--- src/rtl/seq_alu_if.sv ---
// Request/response bundle for seq_alu: operation request in, result and status out.
interface seq_alu_if #(
   parameter int WIDTH = 32,
   parameter int SHW   = 5
);
   logic             start;
   logic [4:0]       op;
   logic [WIDTH-1:0] a;
   logic [WIDTH-1:0] b;
   logic [WIDTH-1:0] r;
   logic [WIDTH-1:0] hi;
   logic             z;
   logic             v;
   logic             dz;
   logic             busy;
   logic             done;

   modport master (
      output start, op, a, b,
      input  r, hi, z, v, dz, busy, done
   );

   modport slave (
      input  start, op, a, b,
      output r, hi, z, v, dz, busy, done
   );
endinterface

--- src/rtl/seq_alu.sv ---
// Sequential ALU: single-cycle basic ops plus iterative multiply (shift-add) and
// restoring divide on operand magnitudes, with a one-cycle sign-fix step.
module seq_alu #(
   parameter int WIDTH = 32,
   parameter int SHW   = 5
) (
   input  logic      clk,
   input  logic      rst,
   seq_alu_if.slave  bus
);

   localparam int CW   = SHW + 1;
   localparam int HALF = WIDTH / 2;

   typedef enum logic [2:0] {
      S_IDLE,
      S_MUL,
      S_DIV,
      S_FIX,
      S_DONE
   } state_t;

   state_t             state_q, state_d;
   logic [CW-1:0]      cnt_q, cnt_d;
   logic [4:0]         op_q, op_d;
   logic [WIDTH-1:0]   a_q, a_d;
   logic [WIDTH-1:0]   b_q, b_d;
   logic [WIDTH-1:0]   mcand_q, mcand_d;
   logic [2*WIDTH-1:0] p_q, p_d;
   logic [WIDTH-1:0]   r_q, r_d;
   logic [WIDTH-1:0]   hi_q, hi_d;
   logic               z_q, z_d;
   logic               v_q, v_d;
   logic               dz_q, dz_d;
   logic               busy_q, busy_d;
   logic               done_q, done_d;

   // Operand magnitudes at acceptance; only signed mult/div (op[0]=0) take absolute values.
   logic               signed_in;
   logic [WIDTH-1:0]   mag_a_in, mag_b_in;
   logic               signed_q, neg_q;

   assign signed_in = bus.op[4] & ~bus.op[0];
   assign mag_a_in  = (signed_in && bus.a[WIDTH-1]) ? -bus.a : bus.a;
   assign mag_b_in  = (signed_in && bus.b[WIDTH-1]) ? -bus.b : bus.b;
   assign signed_q  = op_q[4] & ~op_q[0];
   assign neg_q     = signed_q & (a_q[WIDTH-1] ^ b_q[WIDTH-1]);

   // Basic-op datapath works from the latched operands.
   logic [WIDTH-1:0] basic_r;
   logic             basic_v;
   logic [WIDTH-1:0] add_b;
   logic [WIDTH-1:0] add_sum;
   logic [SHW-1:0]   shamt;

   assign add_b   = op_q[2] ? ~b_q : b_q;
   assign add_sum = a_q + add_b + WIDTH'(op_q[2]);
   assign shamt   = a_q[SHW-1:0];

   // NOTE: every combinational output gets a default first so no path can infer a latch.
   always_comb begin
      basic_r = '0;
      basic_v = 1'b0;
      unique case (op_q[1:0])
         2'b00: begin
            basic_r = add_sum;
            if (op_q[2])
               basic_v = (a_q[WIDTH-1] != b_q[WIDTH-1]) && (add_sum[WIDTH-1] != a_q[WIDTH-1]);
            else
               basic_v = (a_q[WIDTH-1] == b_q[WIDTH-1]) && (add_sum[WIDTH-1] != a_q[WIDTH-1]);
         end
         2'b01: basic_r = op_q[2] ? (a_q | b_q) : (a_q & b_q);
         2'b10: basic_r = op_q[2] ? {b_q[HALF-1:0], {HALF{1'b0}}} : (a_q ^ b_q);
         2'b11: begin
            if (!op_q[2])
               basic_r = b_q << shamt;
            else if (op_q[3])
               basic_r = WIDTH'($signed(b_q) >>> shamt);
            else
               basic_r = b_q >> shamt;
         end
         default: basic_r = '0;
      endcase
   end

   // One shift-add step: p holds {partial high, remaining multiplier bits}.
   logic [WIDTH:0] mul_sum;
   assign mul_sum = {1'b0, p_q[2*WIDTH-1:WIDTH]} + (p_q[0] ? {1'b0, mcand_q} : '0);

   // One restoring-divide step: p holds {partial remainder, dividend/quotient bits}.
   logic [WIDTH:0]   rem_sh;
   logic [WIDTH:0]   div_diff;
   logic [WIDTH-1:0] quo_sh;
   assign rem_sh   = {p_q[2*WIDTH-1:WIDTH], p_q[WIDTH-1]};
   assign quo_sh   = {p_q[WIDTH-2:0], 1'b0};
   assign div_diff = rem_sh - {1'b0, mcand_q};

   always_comb begin
      state_d = state_q;
      cnt_d   = cnt_q;
      op_d    = op_q;
      a_d     = a_q;
      b_d     = b_q;
      mcand_d = mcand_q;
      p_d     = p_q;
      r_d     = r_q;
      hi_d    = hi_q;
      z_d     = z_q;
      v_d     = v_q;
      dz_d    = dz_q;
      done_d  = 1'b0;

      unique case (state_q)
         S_IDLE: begin
            if (bus.start) begin
               op_d = bus.op;
               a_d  = bus.a;
               b_d  = bus.b;
               if (!bus.op[4]) begin
                  state_d = S_DONE;
               end else if (!bus.op[1]) begin
                  state_d = S_MUL;
                  cnt_d   = CW'(WIDTH);
                  p_d     = {{WIDTH{1'b0}}, mag_b_in};
                  mcand_d = mag_a_in;
               end else if (bus.b == '0) begin
                  state_d = S_DONE;
               end else begin
                  state_d = S_DIV;
                  cnt_d   = CW'(WIDTH);
                  p_d     = {{WIDTH{1'b0}}, mag_a_in};
                  mcand_d = mag_b_in;
               end
            end
         end
         S_MUL: begin
            p_d   = {mul_sum, p_q[WIDTH-1:1]};
            cnt_d = cnt_q - 1'b1;
            if (cnt_q == CW'(1)) state_d = S_FIX;
         end
         S_DIV: begin
            if (!div_diff[WIDTH])
               p_d = {div_diff[WIDTH-1:0], quo_sh | WIDTH'(1)};
            else
               p_d = {rem_sh[WIDTH-1:0], quo_sh};
            cnt_d = cnt_q - 1'b1;
            if (cnt_q == CW'(1)) state_d = S_FIX;
         end
         S_FIX: begin
            if (!op_q[1]) begin
               if (neg_q) p_d = -p_q;
            end else begin
               p_d[WIDTH-1:0]       = neg_q ? -p_q[WIDTH-1:0] : p_q[WIDTH-1:0];
               p_d[2*WIDTH-1:WIDTH] = (signed_q && a_q[WIDTH-1]) ? -p_q[2*WIDTH-1:WIDTH]
                                                                   : p_q[2*WIDTH-1:WIDTH];
            end
            state_d = S_DONE;
         end
         S_DONE: begin
            state_d = S_IDLE;
            done_d  = 1'b1;
            if (!op_q[4]) begin
               r_d  = basic_r;
               hi_d = '0;
               v_d  = basic_v;
               dz_d = 1'b0;
            end else if (op_q[1] && (b_q == '0)) begin
               r_d  = '1;
               hi_d = a_q;
               v_d  = 1'b0;
               dz_d = 1'b1;
            end else begin
               r_d  = p_q[WIDTH-1:0];
               hi_d = p_q[2*WIDTH-1:WIDTH];
               v_d  = 1'b0;
               dz_d = 1'b0;
            end
            z_d = (r_d == '0);
         end
         default: state_d = S_IDLE;
      endcase

      // Busy covers the iterative and sign-fix cycles, dropping as DONE is entered.
      busy_d = (state_d == S_MUL) || (state_d == S_DIV) || (state_d == S_FIX);
   end

   // NOTE: state registers use non-blocking assignments so every flop samples pre-edge values.
   always_ff @(posedge clk or posedge rst) begin
      if (rst) begin
         state_q <= S_IDLE;
         cnt_q   <= '0;
         op_q    <= '0;
         a_q     <= '0;
         b_q     <= '0;
         mcand_q <= '0;
         p_q     <= '0;
         r_q     <= '0;
         hi_q    <= '0;
         z_q     <= 1'b0;
         v_q     <= 1'b0;
         dz_q    <= 1'b0;
         busy_q  <= 1'b0;
         done_q  <= 1'b0;
      end else begin
         state_q <= state_d;
         cnt_q   <= cnt_d;
         op_q    <= op_d;
         a_q     <= a_d;
         b_q     <= b_d;
         mcand_q <= mcand_d;
         p_q     <= p_d;
         r_q     <= r_d;
         hi_q    <= hi_d;
         z_q     <= z_d;
         v_q     <= v_d;
         dz_q    <= dz_d;
         busy_q  <= busy_d;
         done_q  <= done_d;
      end
   end

   assign bus.r    = r_q;
   assign bus.hi   = hi_q;
   assign bus.z    = z_q;
   assign bus.v    = v_q;
   assign bus.dz   = dz_q;
   assign bus.busy = busy_q;
   assign bus.done = done_q;

endmodule

--- src/flat_wrapper.sv ---
// flat-port wrapper written by rule: the top's interface ports become plain ports
module seq_alu_flat 
#(
   parameter int WIDTH = 32,
   parameter int SHW   = 5
)
  (clk, rst, bus_start, bus_op, bus_a, bus_b, bus_r, bus_hi, bus_z, bus_v, bus_dz, bus_busy, bus_done);
  seq_alu_if #(.WIDTH(WIDTH), .SHW(SHW)) bus_i ();
  input  logic clk;
  input  logic rst;
  input wire logic [$bits(bus_i.start)-1:0] bus_start;
  input wire logic [$bits(bus_i.op)-1:0] bus_op;
  input wire logic [$bits(bus_i.a)-1:0] bus_a;
  input wire logic [$bits(bus_i.b)-1:0] bus_b;
  output wire logic [$bits(bus_i.r)-1:0] bus_r;
  output wire logic [$bits(bus_i.hi)-1:0] bus_hi;
  output wire logic [$bits(bus_i.z)-1:0] bus_z;
  output wire logic [$bits(bus_i.v)-1:0] bus_v;
  output wire logic [$bits(bus_i.dz)-1:0] bus_dz;
  output wire logic [$bits(bus_i.busy)-1:0] bus_busy;
  output wire logic [$bits(bus_i.done)-1:0] bus_done;
  assign bus_i.start = bus_start;
  assign bus_i.op = bus_op;
  assign bus_i.a = bus_a;
  assign bus_i.b = bus_b;
  assign bus_r = bus_i.r;
  assign bus_hi = bus_i.hi;
  assign bus_z = bus_i.z;
  assign bus_v = bus_i.v;
  assign bus_dz = bus_i.dz;
  assign bus_busy = bus_i.busy;
  assign bus_done = bus_i.done;
  seq_alu #(.WIDTH(WIDTH), .SHW(SHW)) u_core (.clk(clk), .rst(rst), .bus(bus_i));
endmodule
--- config.mk ---
export PLATFORM = sky130hd
export DESIGN_NAME = seq_alu_flat
export DESIGN_NICKNAME = d
export VERILOG_FILES = /design/src/rtl/seq_alu_if.sv /design/src/rtl/seq_alu.sv /design/src/flat_wrapper.sv
export SDC_FILE = /design/constraint.sdc
export NUM_CORES = 2
export LEC_CHECK = 0
export ABC_AREA = 1
export BUFFER_PORTS_ARGS = -buffer_cell sky130_fd_sc_hd__buf_2
export CORE_MARGIN = 2
export CORE_UTILIZATION = 60
export DETAILED_ROUTE_END_ITERATION = 12
export PLACE_DENSITY = 0.78
export SYNTH_ARGS = -nofsm -noshare
export SYNTH_HDL_FRONTEND = slang
export SYNTH_SLANG_ARGS = --single-unit
--- constraint.sdc ---
create_clock -name clk -period 10 [get_ports clk]
set_input_delay 2.5 -clock clk [delete_from_list [all_inputs] [get_ports clk]]
set_output_delay 2.5 -clock clk [all_outputs]
set_load 0.005 [all_outputs]
After elaboration in Yosys (flattened, before gate mapping). Cells that the tools add are included.

Muxes and demuxes: 43. Shift operators: 3. Add/sub/neg operators: 10. Reduce and logical (&&, ||, !) cells: 21. Equality and inequality tests: 21. Bitwise gates (word level): 10.

Operator list (number): $mux W32 (17); $mux W64 (7); $pmux W64 S4 (1); $neg A32 Y32 (4); $pmux W32 S4 (1); $logic_not A32 Y1 (3); $neg A64 Y64 (1); $add A32 B33 Y33 (1); $sub A33 B32 Y33 (1); $add A32 B1 Y32 (1); $add A32 B32 Y32 (1); $and A32 B32 Y32 (1); $not A32 Y32 (1); $or A32 B32 Y32 (1); $shl A32 B5 Y32 (1); $shr A32 B5 Y32 (1); $sshr A32 B5 Y32 (1); $xor A32 B32 Y32 (1); $mux W6 (4); $mux W3 (5); $eq A3 B2 Y1 const B (4); $pmux W6 S2 (1); $pmux W3 S3 (1); $reduce_and A4 Y1 (2); 26 further kinds (46).

Bits of input ports: 72. Flip-flop bits (word level): 243. Output and inout bits: 69.

Longest topological paths before layout.
Depth after elaboration: 9. Mapped depth: 28. Gate-level depth less buffers: 25.

Worst setup path after synthesis. No wires, ideal clock.

Path type: in2reg. From: in bus_a[1]. To: reg u_core.p_q[20]. Buffers on the path: 0. Setup time: 0.139 ns. Data required time: 9.861 ns. Arrival time: 4.133 ns. Path slack: 5.728 ns. Stages: 16. Cells stage by stage: inv_1 -> ha_1 -> nand2_1 -> nor2_1 -> inv_1 -> nor2_1 -> nand3_1 -> nor2_1 -> inv_1 -> nor2_1 -> nand2_1 -> o21ai_1 -> xor2_1 -> nand2_1 -> o211ai_1 -> a22oi_1.

Longest elaborated chain between the ends: 7.

Ends and longest elaborated chain: start: declaration (line flat_wrapper.sv:13) `input wire logic [$bits(bus_i.a)-1:0] bus_a;`; $neg A32 Y32 (line seq_alu.sv:44) `assign mag_a_in = (signed_in && bus.a[WIDTH-1]) ? -bus.a : bus.a;`; $mux W32 (line seq_alu.sv:44); $mux W64 (line seq_alu.sv:126) `end else if (bus.b == '0) begin`; $mux W64 (line seq_alu.sv:121) `end else if (!bus.op[1]) begin`; $mux W64 (line seq_alu.sv:119) `if (!bus.op[4]) begin`; $mux W64 (line seq_alu.sv:115) `if (bus.start) begin`; $pmux W64 S4 (line seq_alu.sv:113) `unique case (state_q)`; end signal: assignment (line seq_alu.sv:211) `p_q <= p_d;`; end: declaration (line seq_alu.sv:29) `logic [2*WIDTH-1:0] p_q, p_d;`.

Every way passes these cells. The select of a mux whose other input is x is not followed. A chain may end at the register's enable or synchronous reset.

Worst setup path in the final report.
From: in bus_b[0]. To: reg u_core.mcand_q[13].

Longest elaborated chain between the ends: 4. Elaborated cells between the ends (all ways): 7. Classes of those cells: 1 x add/sub; 1 x eq/ne; 3 x mux; 2 x reduce/logical.

Ends and longest elaborated chain: start: declaration (line flat_wrapper.sv:14) `input wire logic [$bits(bus_i.b)-1:0] bus_b;`; $neg A32 Y32 (line seq_alu.sv:45) `assign mag_b_in = (signed_in && bus.b[WIDTH-1]) ? -bus.b : bus.b;`; $mux W32 (line seq_alu.sv:45); $mux W32 (line seq_alu.sv:126); $mux W32 (line seq_alu.sv:121); end signal: assignment (line seq_alu.sv:210) `mcand_q <= mcand_d;`; end: declaration (line seq_alu.sv:28) `logic [WIDTH-1:0] mcand_q, mcand_d;`.

Parallel ways exist; a longest one is shown, timed or not. The select of a mux whose other input is x is not followed.

==> implementation parameters <==
Parameter                              Value

Clocking
  Number of levels the H-tree was split into ... 1
  Hold bufs inserted after CTS ... 0
  Number of buffers added by the clock tree synthesis step ... 30
  Maximum root-to-sink buffer count ... 3
  Clock insertion delay at the later pin of the skew report ... ~0.6 ns
  Post-CTS clock slew at the launch and capture registers of the worst setup and hold paths ... 0.07 ns
  Clock Root Buffer ... clkbuf_16
  Clock tree from TritonCTS ... done
  Postcts setup bufs ... 0
  Count of cells resized by post-cts repair ... 0
  Clock sink count ... 243

Detailed routing
  Drt initial violations ... 6313
  Average routed wire per standard cell ... 23.6 um
  Remaining number of nets flagged by the antenna check after routing ... 0
  Number of iterations in the first detailed-routing pass ... 9
  Via density per instance ... between 6 and 7
  Remaining routing DRC violations ... 0
  Total via count after detailed routing ... 34031
  Routed WL ... 123 mm

Global routing
  Met2 Resource Use GR ... 0.687
  Largest net degree at the start of global routing ... between 100 and 150
  Met3 Use GR ... 0.198
  GRT busiest layer ... met1
  GR Layer Usage met1 ... 0.699
  Vias in the first global route ... between 20000 and 30000
  Grt ovf ... 0
  Initial antenna violation count ... 9
  Wire length of the first global-routing pass ... 181 mm
  Total global-route track usage ... 0.500

STA
  Worst hold margin ... 0.483 ns
  Final cycle utilization of the critical path ... 0.557
  Max Clock Freq ... 180 MHz
  Final setup vio count ... 0
  Setup Total Neg Slack ... 0 ns
  Worst setup skew after layout ... 0.0248 ns
  Minimum period implied by the final worst setup slack ... 5.57 ns
  Unrepaired setup endpoints after global routing ... no
  Slew @ Worst Pin ... 1.33 ns
  Final hold violation count ... 0
  Relative max-transition margin ... 0.102
  Max Slew Vio Count ... 0

Synth
  Commonest register cell after synthesis ... dfrtp_1
  Post-synthesis average cell area ... ~6 um^2
  Number of distinct library cells after synthesis ... 70
  Number of instances in the synthesized netlist ... 4584
  Flops & latches, synth ... 243
  Post-synth EDFFs ... 0
  Sequential-to-total area share from yosys stat ... 0.219
  Ys Warns ... 0
  Fraction of synthesis flops using an asynchronous set or reset pin ... 1.00
  Post-Synthesis Net Count ... 4828
  Cell area after technology mapping ... ~28000 um^2

Layout
  Most common library cell in the layout ignoring fill and taps ... nand2_1
  Fraction of final layout cells with drive strength greater than 1 ... 0.0781
  Number of nets in the final layout ... approximately 4800
  Signed area change from the synthesized netlist to the final layout ... 6.96%
  Top library cells by usage in the layout, fill and taps aside ... 1289 x nand2_1, 551 x nand3_1, 481 x inv_1

Critical path
  Category of the most critical setup path ... in2reg
  Worst setup SP type ... input port
  Worst EP required ... 10.51 ns
  Crit-path max cell delay ... 0.93 ns
  Slowest stage cell, crit path ... nor2_4
  Kind of end point of the critical path ... flip-flop
  Cell chain of the critical path ... buf_2 > inv_1 > ha_1 > nand4_1 > inv_1 > nand2_1 > inv_2 > nand3_1 > nor2_1 > nand2_1 > nand2_1 > nor2_4 > clkinv_1 > a21oi_1 > o21ai_0 > o21ai_0
  Crit path max fanout ... 59
  Data arrival, critical path ... 6.08 ns
  Register-to-Register Path Depth ... 22
  Critical path's most frequent cell ... nand2_1

Place
  Port Buffer Count ... 140
  Routability Congestion ... 1.10
  Hpwl dp ... 95.8 mm

Worst hold path
  Worst hold-check path type ... reg2reg
  Number of cells traversed by the worst hold path ... 2

Die
  Die ar. ... 48000 um^2
  Initial Utilization ... 0.610
  Num ports ... about 140
  Cell Rows ... 78
  Core region area ... about 46000 um^2
  Die width ... 219 um
  Die outline height ... 219 um

Job
  Total of max-cap violations ... 0

Pwr
  Leakage power figure ... approximately 15 nW
  Cell area power density ... 232 nW/um^2
  Peak supply drop ... roughly 230 uV

Outcome
  Outcome ... finished clean
cells by family after synthesis:
group                    synth area share
AND/OR/NAND/NOR                     0.375
AO/OA/AOI/OAI                       0.186
buffers and inverters               0.104
flip-flops                          0.219
adder cells (fa/ha/maj)            0.0783
XOR/XNOR                           0.0385
cell type report:
class | count | area, um^2
fill | 4358 | 15900
antenna | 9 | 22.5
multi-input combinational | 3616 | 18900
tap | 600 | 751
sequential | 243 | 6090
inverter | 518 | 1960
clock inverter | 16 | 176
timing repair buffer | 178 | 986
clock buffer | 38 | 862
Yosys cell counts, drive strengths merged (2+ instances only):
master      n  area share
a221oi     12      0.0038
o311ai      2     0.00063
clkbuf    106       0.014
or2        21      0.0047
a21boi      7      0.0019
a2111oi     6      0.0019
nor3       53       0.011
o221ai      7      0.0024
nand4      51       0.013
o21bai     14      0.0041
nand2    1307        0.18
a21oi     247       0.045
o21ai     469       0.085
a311oi      7      0.0022
o21a        5      0.0014
nand3b     14      0.0038
nor2      351       0.050
o22ai      21      0.0047
a22oi      12      0.0032
inv       511       0.069
buf       101       0.019
a21o        8      0.0022
and2        4     0.00099
o211ai     51       0.014
a31o        2     0.00063
xor2       96       0.030
ha        169       0.076
nor4       40      0.0092
nand3     560        0.10
a211oi     15      0.0041
clkinv      7      0.0010
o31ai      11      0.0035
dfrtp     243        0.22
fa          3      0.0022
a31oi      21      0.0050
xnor2      26      0.0082
worst max-delay path, delay by kind of cell:
family                     cells  cell delay (ns)
adders and majority gates      1             0.24
buffers and inverters          5             1.12
and+or+nand+nor                7             1.69
AOI/OAI and AO/OA              3             0.49
report_power, final:
group | internal (W) | switching, W
registers | 0.00122 | 0.000427
logic | 0.00117 | 0.00291
clock network | 0.000669 | 0.000503
stage by stage:
step | std cells | worst slack, ns | util | total power, W | instance area, um^2
2_1_floorplan | 4584 | 0.827 | - | 0.00414 | 27800
3_3_place_gp | 5155 | 4.15 | 0.629 | 0.00542 | 28700
3_5_place_dp | 5155 | 4.08 | 0.629 | 0.00546 | 28700
4_1_cts | 5209 | 4.65 | 0.651 | 0.00663 | 29700
5_1_grt | 5213 | 4.14 | 0.652 | 0.00725 | 29700
6_report | 5218 | 4.43 | 0.652 | 0.00690 | 29700
per-layer routing:
metal  vias up  part of all wire  wire, um
li1      15295                 -         -
met1     15501              0.39     47900
met2      2794              0.39     47600
met3       437              0.18     21700
met4         4             0.048      5970
met5         -           0.00019        24
sequential cells by signal (all words and copies together) (netlist names):
name             flops
u_core.a_q          32
u_core.b_q          32
u_core.bus.busy      1
u_core.bus.done      1
u_core.bus.dz        1
u_core.bus.hi       32
u_core.bus.r        32
u_core.bus.v         1
u_core.bus.z         1
u_core.cnt_q         6
u_core.mcand_q      32
u_core.op_q          5
u_core.p_q          64
u_core.state_q       3
final timing paths:
| path | startpoint | to | slack [ns] |
|---|---|---|---|
| setup / recovery | bus_b[0] | u_core.mcand_q[13]$_DFFE_PP0P_ | 4.43 |
| hold / removal | u_core.bus.hi[10]$_DFFE_PP0P_ | u_core.bus.hi[10]$_DFFE_PP0P_ | 0.48 |
| setup reg to reg | u_core.op_q[2]$_DFFE_PP0P_ | u_core.bus.z$_DFFE_PP0P_ | 5.02 |
| hold reg to reg | u_core.bus.hi[10]$_DFFE_PP0P_ | u_core.bus.hi[10]$_DFFE_PP0P_ | 0.48 |
| max in group asynchronous | rst | u_core.op_q[2]$_DFFE_PP0P_ | 6.30 |
| min in group asynchronous | rst | u_core.a_q[25]$_DFFE_PP0P_ | 2.03 |
No activity file was read; power rests on OpenSTA's default activity.
